--- src/rtl/wb8_arbiter.sv ---
// wb8_arbiter: two-master round-robin arbiter for the 8-bit / 24-bit-address
// Wishbone bus. Grants are held for a whole cyc tenure. A watchdog forces a
// synthetic acknowledge on stalled strobes so a hung slave cannot lock a master.

// Per-master response path: ack and read data back to one master.
module wb8_arb_resp #(
   parameter logic [7:0] TMO_DATA = 8'hFF
) (
   input  logic       gnt,
   input  logic [7:0] s_dat,
   input  logic       s_ack,
   input  logic       tmo_fire,
   output logic       ack,
   output logic [7:0] dat
);

   // Only the granted master sees the slave; a forced ack substitutes TMO_DATA.
   always_comb begin
      ack = 1'b0;
      dat = '0;
      if (gnt) begin
         ack = s_ack | tmo_fire;
         dat = tmo_fire ? TMO_DATA : s_dat;
      end
   end

endmodule

module wb8_arbiter #(
   parameter int unsigned TIMEOUT_CYCLES = 255,
   parameter logic [7:0]  TMO_DATA       = 8'hFF
) (
   input  logic        clk,
   input  logic        reset,
   input  logic [23:0] m0_adr_i,
   input  logic [7:0]  m0_dat_i,
   output logic [7:0]  m0_dat_o,
   input  logic        m0_we_i,
   input  logic        m0_sel_i,
   input  logic        m0_stb_i,
   input  logic        m0_cyc_i,
   output logic        m0_ack_o,
   input  logic [23:0] m1_adr_i,
   input  logic [7:0]  m1_dat_i,
   output logic [7:0]  m1_dat_o,
   input  logic        m1_we_i,
   input  logic        m1_sel_i,
   input  logic        m1_stb_i,
   input  logic        m1_cyc_i,
   output logic        m1_ack_o,
   output logic [23:0] s_adr_o,
   output logic [7:0]  s_dat_o,
   input  logic [7:0]  s_dat_i,
   output logic        s_we_o,
   output logic        s_sel_o,
   output logic        s_stb_o,
   output logic        s_cyc_o,
   input  logic        s_ack_i,
   output logic        timeout_o,
   input  logic        timeout_clr_i,
   output logic        timeout_master_o
);

   localparam int NUM_M = 2;
   localparam int CW    = $clog2(TIMEOUT_CYCLES + 1);
   localparam logic [CW-1:0] TMO_LIM = CW'(TIMEOUT_CYCLES);

   typedef enum logic [1:0] {
      IDLE = 2'd0,
      GNT0 = 2'd1,
      GNT1 = 2'd2
   } state_t;

   state_t state, state_nxt;
   logic   last, last_nxt;

   // Master request buses packed so the slave mux is a plain index.
   logic [NUM_M-1:0][23:0] m_adr;
   logic [NUM_M-1:0][7:0]  m_wdat;
   logic [NUM_M-1:0]       m_we;
   logic [NUM_M-1:0]       m_sel;
   logic [NUM_M-1:0]       m_stb;
   logic [NUM_M-1:0]       m_cyc;
   logic [NUM_M-1:0]       m_ack;
   logic [NUM_M-1:0][7:0]  m_rdat;
   logic [NUM_M-1:0]       gnt_vec;

   logic          granted;
   logic          gnt_idx;
   logic          gnt_stb;
   logic [CW-1:0] cnt;
   logic          tmo_fire;

   assign m_adr  = {m1_adr_i, m0_adr_i};
   assign m_wdat = {m1_dat_i, m0_dat_i};
   assign m_we   = {m1_we_i,  m0_we_i};
   assign m_sel  = {m1_sel_i, m0_sel_i};
   assign m_stb  = {m1_stb_i, m0_stb_i};
   assign m_cyc  = {m1_cyc_i, m0_cyc_i};

   assign gnt_vec = {state == GNT1, state == GNT0};
   assign granted = |gnt_vec;
   assign gnt_idx = gnt_vec[1];
   assign gnt_stb = granted & m_stb[gnt_idx];

   // Watchdog fires for one cycle when a strobe has stalled for the full limit;
   // a slave ack arriving in that same cycle takes priority.
   assign tmo_fire = gnt_stb & (cnt == TMO_LIM) & ~s_ack_i;

   // State and round-robin history register.
   always_ff @(posedge clk) begin
      if (reset) begin
         state <= IDLE;
         last  <= 1'b1;
      end else begin
         state <= state_nxt;
         last  <= last_nxt;
      end
   end

   // Next-state: grant from IDLE only, hold the grant until that master drops cyc.
   always_comb begin
      state_nxt = state;
      last_nxt  = last;
      case (state)
         IDLE: begin
            if (m_cyc[0] && m_cyc[1]) begin
               state_nxt = last ? GNT0 : GNT1;
               last_nxt  = ~last;
            end else if (m_cyc[0]) begin
               state_nxt = GNT0;
               last_nxt  = 1'b0;
            end else if (m_cyc[1]) begin
               state_nxt = GNT1;
               last_nxt  = 1'b1;
            end
         end
         GNT0: if (!m_cyc[0]) state_nxt = IDLE;
         GNT1: if (!m_cyc[1]) state_nxt = IDLE;
         default: state_nxt = IDLE;
      endcase
   end

   // Slave request mux: combinational pass-through from the granted master.
   always_comb begin
      s_adr_o = '0;
      s_dat_o = '0;
      s_we_o  = 1'b0;
      s_sel_o = 1'b0;
      s_stb_o = 1'b0;
      s_cyc_o = 1'b0;
      if (granted) begin
         s_adr_o = m_adr[gnt_idx];
         s_dat_o = m_wdat[gnt_idx];
         s_we_o  = m_we[gnt_idx];
         s_sel_o = m_sel[gnt_idx];
         s_stb_o = m_stb[gnt_idx] & ~tmo_fire;
         s_cyc_o = m_cyc[gnt_idx];
      end
   end

   // Stall counter: counts consecutive unacked strobe cycles of the owner.
   always_ff @(posedge clk) begin
      if (reset) begin
         cnt <= '0;
      end else if (!gnt_stb || s_ack_i || tmo_fire) begin
         cnt <= '0;
      end else if (cnt != '1) begin
         cnt <= cnt + CW'(1);
      end
   end

   // Sticky timeout flag; a forced ack beats a simultaneous clear.
   always_ff @(posedge clk) begin
      if (reset) begin
         timeout_o        <= 1'b0;
         timeout_master_o <= 1'b0;
      end else if (tmo_fire) begin
         timeout_o        <= 1'b1;
         timeout_master_o <= gnt_idx;
      end else if (timeout_clr_i) begin
         timeout_o        <= 1'b0;
      end
   end

   for (genvar i = 0; i < NUM_M; i++) begin : g_resp
      wb8_arb_resp #(
         .TMO_DATA (TMO_DATA)
      ) u_resp (
         .gnt      (gnt_vec[i]),
         .s_dat    (s_dat_i),
         .s_ack    (s_ack_i),
         .tmo_fire (tmo_fire),
         .ack      (m_ack[i]),
         .dat      (m_rdat[i])
      );
   end

   assign m0_ack_o = m_ack[0];
   assign m1_ack_o = m_ack[1];
   assign m0_dat_o = m_rdat[0];
   assign m1_dat_o = m_rdat[1];

endmodule
--- config.mk ---
export PLATFORM = sky130hd
export DESIGN_NAME = wb8_arbiter
export DESIGN_NICKNAME = d
export VERILOG_FILES = /design/src/rtl/wb8_arbiter.sv
export SDC_FILE = /design/constraint.sdc
export NUM_CORES = 1
export LEC_CHECK = 0
export CORE_UTILIZATION = 33
export DETAILED_ROUTE_END_ITERATION = 12
export MAX_ROUTING_LAYER = met4
export PLACE_DENSITY = 0.85
export SYNTH_ARGS = -nofsm -noshare
export SYNTH_HDL_FRONTEND = slang
export SYNTH_SLANG_ARGS = --single-unit
--- constraint.sdc ---
create_clock -name clk -period 2.9 [get_ports clk]
set_clock_uncertainty 0.2 [all_clocks]
set_input_delay 0.29 -clock clk [delete_from_list [all_inputs] [get_ports clk]]
set_output_delay 0.29 -clock clk [all_outputs]
set_load 0.01 [all_outputs]
==> metrics.yaml, run 1 <==
status: "finished clean"
grt_pass1_vias: 1557
drc_errors: 0
synth_edf_count: 0
routed_wl_mm: 5.32
n_fill_cell: 347
finalCritPeriodShare_pct: 94.8
rr_startpoint: "cnt[0]"
gp_congestion: 0.792
async_flop_share_pct: 0
p_switching_uw: 264
yosysWarnings: 0
worstSetupPathType: "reg -> out"
min_period_ns: 2.75
setup_tns_ns: 0
cts_buffers: 3
area_growth_pct: 102
core-area_mm2: 0.00412
drive_above_1_share_pct: 4.84
clkPwrFrac_pct: 18.5
utilization_pct: 71.9
place_ws_ns: 0.333
worst_setup_path_start_kind: "flip-flop"
yosys_register_bits: 13
holdCritStartpoint: "timeout_o"
num-nets-final: 399
leakage_nw: 1.02
vdd_drop_max_uv: 237
synth.mux.area_fraction_pct: 25.4
clk_pin_slew_worst_paths_ns: 0.06
p_sw_share_pct: 30.4
fmax_ghz: 0.364
drtIter0Drc: 57
layout.cells.non_filler: 360
synthCells: 174
grtUsageTotal_pct: 21.0
hold_buffers: 0
hold_violations: 0
rrSetupSlack_ns: 1.04
grt_overflow_total: 0
slew_headroom_pct: 75.5
rows: 23
diodes: 0
antenna_found_initial: 0
viasPerCell: 4.86
wl_per_cell_um: 14.8
grt_max_degree: 48
portBuffers: 139
tightest_slew_ns: 0.367
die-area_mm2: 0.00470
rsz0062_at_grt: "no"
placedCellCount: 356
drv_cap: 0
hp-class: "reg -> reg"
path_cells: "ha_2 > nand3_2 > nor4b_4 > buf_6 > o21a_1 > clkdlybuf4s50_1"
rr_worst_depth: 4
avgSynthCellArea_um2: 8.41
synth_fa_ha_area_share_pct: 3.42
ant_nets: 0
io_pins: 140
vias: 1751
worstPathArrival_ns: 2.26
cts_resized: 0
endpoint_kind: "output port"
synth-seq-area-share_pct: 17.8
synth_xor_xnor_area_share_pct: 1.20
syn-num-nets: 262
crit_fanout: 16
r2r_end: "timeout_master_o"
yosys.area_share.simple_pct: 28.7
cts_tree: "done"
setup_ws_ns: 0.150
post_cts_buffers: 0
clk_latency_ns: 0.25
die_y_um: 68.6
critPathMaxStageDelay_ns: 0.53
clock_path_buffers: 2
synth_top_family_by_area: "simple AND/OR/NAND/NOR gates"
initial_core_util_pct: 35.5
syn_area_mm2: 0.00146
synth_ff_type: "dfxtp_1"
total_power_uw: 868
p_int_uw: 604
power.density_mw_per_mm2: 293
p_seq_share_pct: 21.6
synth-compound-area-share_pct: 18.0
crit_slowest_cell: "clkdlybuf4s50_1"
required_ns: 2.41
slew_violations: 0
pwr-share-comb_pct: 59.9
clock_tree.root_cell: "clkbuf_8"
holdPathEnd: "timeout_o"
die_width_um: 68.6
holdPathStages: 2
grt_first_pass_wirelength_mm: 7.25
cts_sinks: 13
drtPass1Iterations: 4
dp_hpwl_mm: 4.32
htreeDepth: 1
ys_types: 37
finalSetupViolCount: 0
layer usage:
layer	track usage [%]	routed length [um]	vias up	part of all wire, %
met5	-	0	-	0
met4	5.47	52	0	0.98
met3	4.93	540	6	10
met2	35.9	2630	65	50
met1	24.7	2090	786	39
li1	-	-	894	-
flip-flops by register name, indices dropped and copies added (netlist names):
name	count
timeout_o	1
state	2
last	1
timeout_master_o	1
cnt	8
worst max-delay path, delay by kind of cell (launching register included):
kind,cells,cell delay (ns)
buffers and inverters,2,0.73
AOI/OAI and AO/OA,1,0.13
adders and majority gates,1,0.25
and+or+nand+nor,2,0.51
DFF,1,0.40
power groups by stage:
stage	registers, mW	clock network, mW	logic, mW
2_1_floorplan	0.190	0	0.222
3_3_place_gp	0.191	0	0.515
3_5_place_dp	0.191	0	0.521
4_1_cts	0.188	0.168	0.522
5_1_grt	0.188	0.176	0.555
6_report	0.188	0.161	0.520
through the flow:
step	hold WS, ns	instance area, um^2
after floorplan	0.159	1460
after global placement	0.259	2910
after detailed placement	0.269	2910
after CTS	0.277	2950
after global routing	0.293	2960
final	0.271	2960
layout by cell type, fill, tap and decap left out, drive strengths merged, types with 2 or more instances in the layout:
cell | synthesis | final
a21oi | 6 | 6
buf | 5 | 4
clkbuf | 6 | 3
clkdlybuf4s50 | 0 | 139
dfxtp | 13 | 13
ha | 4 | 4
inv | 7 | 7
mux2i | 36 | 36
nand2b | 5 | 5
nand3 | 3 | 3
nand4 | 3 | 3
nor2 | 4 | 4
nor2b | 37 | 37
nor3b | 3 | 3
o2111ai | 2 | 2
o21a | 16 | 16
o21ai | 4 | 4
or3 | 2 | 2
xnor2 | 2 | 2
logic make-up (layout without fill, tap and decap cells):
group | after synthesis | count (layout)
AOI/OAI and AO/OA | 37 | 37
xor gates and xnor gates | 2 | 2
adders and majority gates | 4 | 4
buffers and inverters | 18 | 154
DFF | 13 | 13
muxes | 37 | 37
and+or+nand+nor | 63 | 63
area by class of cell:
cell class	instances	area, um^2	share of cell area [%]
Multi-Input combinational cell	143	1130	38.1
Clock inverter	1	5.00	0.169
Sequential cell	13	260	8.79
Timing Repair Buffer	143	1440	48.6
Inverter	7	26.3	0.888
Clock buffer	3	41.3	1.39
Tap cell	50	62.6	2.11
cell usage after synthesis, drive strengths merged, types with 2 or more instances:
| cell | count | area [um^2] |
|---|---|---|
| o21a | 16 | 120 |
| o2111ai | 2 | 17.5 |
| nor2 | 4 | 15.0 |
| o21ai | 4 | 20.0 |
| buf | 5 | 31.3 |
| nor3b | 3 | 22.5 |
| inv | 7 | 26.3 |
| dfxtp | 13 | 260 |
| ha | 4 | 50.1 |
| nand2b | 5 | 31.3 |
| mux2i | 36 | 360 |
| nand4 | 3 | 25.0 |
| nor2b | 37 | 231 |
| a21oi | 6 | 30.0 |
| or3 | 2 | 12.5 |
| clkbuf | 6 | 22.5 |
| xnor2 | 2 | 17.5 |
| nand3 | 3 | 20.0 |
worst max-delay path by stage:
stage                     startpoint     endpoint  slack (ns)
after detailed placement     s_ack_i  m1_dat_o[4]        0.33
after global routing          cnt[0]  m1_dat_o[7]        0.02
after floorplan               cnt[0]  m0_dat_o[0]        0.89
after global placement       s_ack_i  m0_dat_o[4]        0.36
final                         cnt[0]  m1_dat_o[4]        0.15
after CTS                     cnt[0]  m1_dat_o[4]        0.09
(Power assumes the default switching activity.)
==> run 2, diff against run 1 <==
--- a/config.mk
+++ b/config.mk
@@ -9,6 +9,7 @@
 export DETAILED_ROUTE_END_ITERATION = 12
 export MAX_ROUTING_LAYER = met4
 export PLACE_DENSITY = 0.85
+export SETUP_SLACK_MARGIN = 0.5
 export SYNTH_ARGS = -nofsm -noshare
 export SYNTH_HDL_FRONTEND = slang
 export SYNTH_SLANG_ARGS = --single-unit
==> metrics.yaml, run 2 (same netlist as run 1, synthesis figures left out) <==
grt_use_met3_pct: 4.93  # unchanged
mostFrequentLayoutCells: "94 x clkdlybuf4s50_1, 37 x nor2b_1, 36 x mux2i_1"
htreeDepth: 1  # unchanged
holdCritStartpoint: "cnt[0]"
largest_reg_flops: 8  # unchanged
portBuffers: 139  # unchanged
drv_cap: 0  # unchanged
mostFrequentLayoutCell: "clkdlybuf4s50_1"
hp-class: "reg -> reg"
critical-path-top-delay-family: "buffers and inverters"
dp_hpwl_mm: 4.32  # unchanged
drc_errors: 0  # unchanged
path_cells: "inv_4 > ha_4 > mux2_4 > nor4b_4 > buf_4 > buf_6 > buf_6 > o21a_1 > buf_2"
worst_setup_path_start_kind: "flip-flop"
status: "finished clean"
area_growth_pct: 121
clk_latency_ns: 0.25  # about the same
fmax_ghz: 0.400  # +10%
setup_tns_ns: 0  # unchanged
rows: 23  # unchanged
worstPathArrival_ns: 2.01  # -0.25 ns
ant_nets: 0  # unchanged
grt_pass1_vias: 1660  # +6.6%
placedCellCount: 356  # unchanged
die_width_um: 68.6  # unchanged
rrSetupSlack_ns: 0.96  # -0.08 ns
top_usage_layer: "met2"
cp_common_cell: "buf_6"
num-nets-final: 418  # +4.8%
wl_per_cell_um: 16.7  # +13%
holdPathStages: 1  # -1
hold_violations: 0  # unchanged
die_y_um: 68.6  # unchanged
gp_congestion: 0.792  # unchanged
vias: 1921  # +9.7%
grt_first_pass_wirelength_mm: 7.86  # +8.4%
routed_wl_mm: 6.32  # +19%
worstSetupPathType: "reg -> out"
r2r_end: "timeout_master_o"
rsz0062_at_grt: "yes"
die-area_mm2: 0.00470  # unchanged
core-area_mm2: 0.00412  # unchanged
cts_buffers: 3  # unchanged
tightest_slew_ns: 0.384  # +0.0170 ns
n_fill_cell: 294  # -15%
antenna_found_initial: 0  # unchanged
rr_worst_depth: 7  # +3
grt_overflow_total: 0  # unchanged
leakage_nw: 1.64  # +60%
clock_path_buffers: 2  # unchanged
grt_max_degree: 48  # unchanged
power.density_mw_per_mm2: 278  # -5.2%
slew_headroom_pct: 74.4  # -1.1 points
slew_violations: 0  # unchanged
initial_core_util_pct: 35.5  # unchanged
drtIter0Drc: 66  # +16%
met2_usage_pct: 41.1  # +5.1 points
crit_start: "state[0]"
crit_fanout: 4  # -12
clock_tree.root_cell: "clkbuf_8"
min_period_ns: 2.50  # -0.249 ns
cts_sinks: 13  # unchanged
io_pins: 140  # unchanged
diodes: 0  # unchanged
met1_usage_pct: 25.8  # +1.2 points
endpoint_kind: "output port"
rr_startpoint: "state[0]"
cts_tree: "done"
path_buf_inv: 5  # +3
grtUsageTotal_pct: 22.9  # +1.8 points
utilization_pct: 78.5  # +6.6 points
regMostFlops: "cnt"
layout.cells.non_filler: 379  # +5.3%
finalCritPeriodShare_pct: 86.2  # -8.6 points
viasPerCell: 5.07  # +4.2%
drtPass1Iterations: 4  # unchanged
critPathMaxStageDelay_ns: 0.37  # -0.16 ns
holdPathEnd: "cnt[0]"
required_ns: 2.41  # about the same
crit_slowest_cell: "dfxtp_2"
vdd_drop_max_uv: 242  # +1.8%
finalSetupViolCount: 0  # unchanged
reg_top3: "cnt (8), state (2)"
drive_above_1_share_pct: 17.3  # +12 points
clk_pin_slew_worst_paths_ns: 0.06  # about the same
-- run 2: cell types whose count changed in the layout (fill, tap and decap cells not counted), sizes merged --
cell,before,now
clkdlybuf4s50,139,94
buf,4,36
dlymetal6s2s,0,27
clkbuf,3,5
dlygate4sd2,0,2
clkdlybuf4s15,0,1
-- run 2: how the worst max path moves through the flow --
stage | cells past startpoint | slack, ns | to
2_1_floorplan | 5 | 0.89 | m0_dat_o[0]
3_3_place_gp | 6 | 0.36 | m0_dat_o[4]
3_5_place_dp | 6 | 0.33 | m1_dat_o[4]
4_1_cts | 8 | 0.45 | m1_dat_o[4]
5_1_grt | 9 | 0.35 | m1_dat_o[1]
6_report | 9 | 0.40 | m1_dat_o[1]
-- run 2: final cells by class --
cell class              instances  area [um^2]  area share [%]
clock buffers                   3         41.3            1.28
flip-flops and latches         13          270            8.37
inverters                       7         31.3           0.968
repair buffers                162         1640            50.8
multi-input cells             143         1180            36.5
clock inverters                 1         5.00           0.155
well taps                      50         62.6            1.94
-- run 2: layer usage --
| layer | part of all wire (%) | up-vias |
|---|---|---|
| li1 | - | 935 |
| met1 | 39 | 905 |
| met2 | 51 | 72 |
| met3 | 8.6 | 9 |
| met4 | 1.4 | 0 |
| met5 | 0 | - |
-- run 2: stage by stage --
| stage | hold WS (ns) | setup WS [ns] | power, mW | area (um^2) |
|---|---|---|---|---|
| final | 0.270 | 0.399 | 0.898 | 3230 |
| after global routing | 0.290 | 0.354 | 0.945 | 3230 |
| after CTS | 0.277 | 0.451 | 0.887 | 3070 |
| after detailed placement | 0.269 | 0.333 | 0.712 | 2910 |
| after global placement | 0.259 | 0.361 | 0.706 | 2910 |
| after floorplan | 0.159 | 0.887 | 0.412 | 1460 |
-- run 2: timing repair --
item / CTS / global route
pin swaps: 4 / 6
gates resized for setup: 76 / 43
gates cloned: 1 / 1
hold endpoints to repair: 0 / 0
setup buffers: 11 / 6
endpoints found under the setup margin: 54 / 52
hold buffers: 0 / 0
-- run 2: power by group --
part | internal, mW | switching (mW) | leakage (nW)
Combinational | 0.330 | 0.211 | 1.51
Clock | 0.0952 | 0.0720 | 0.0255
Sequential | 0.184 | 0.00635 | 0.108
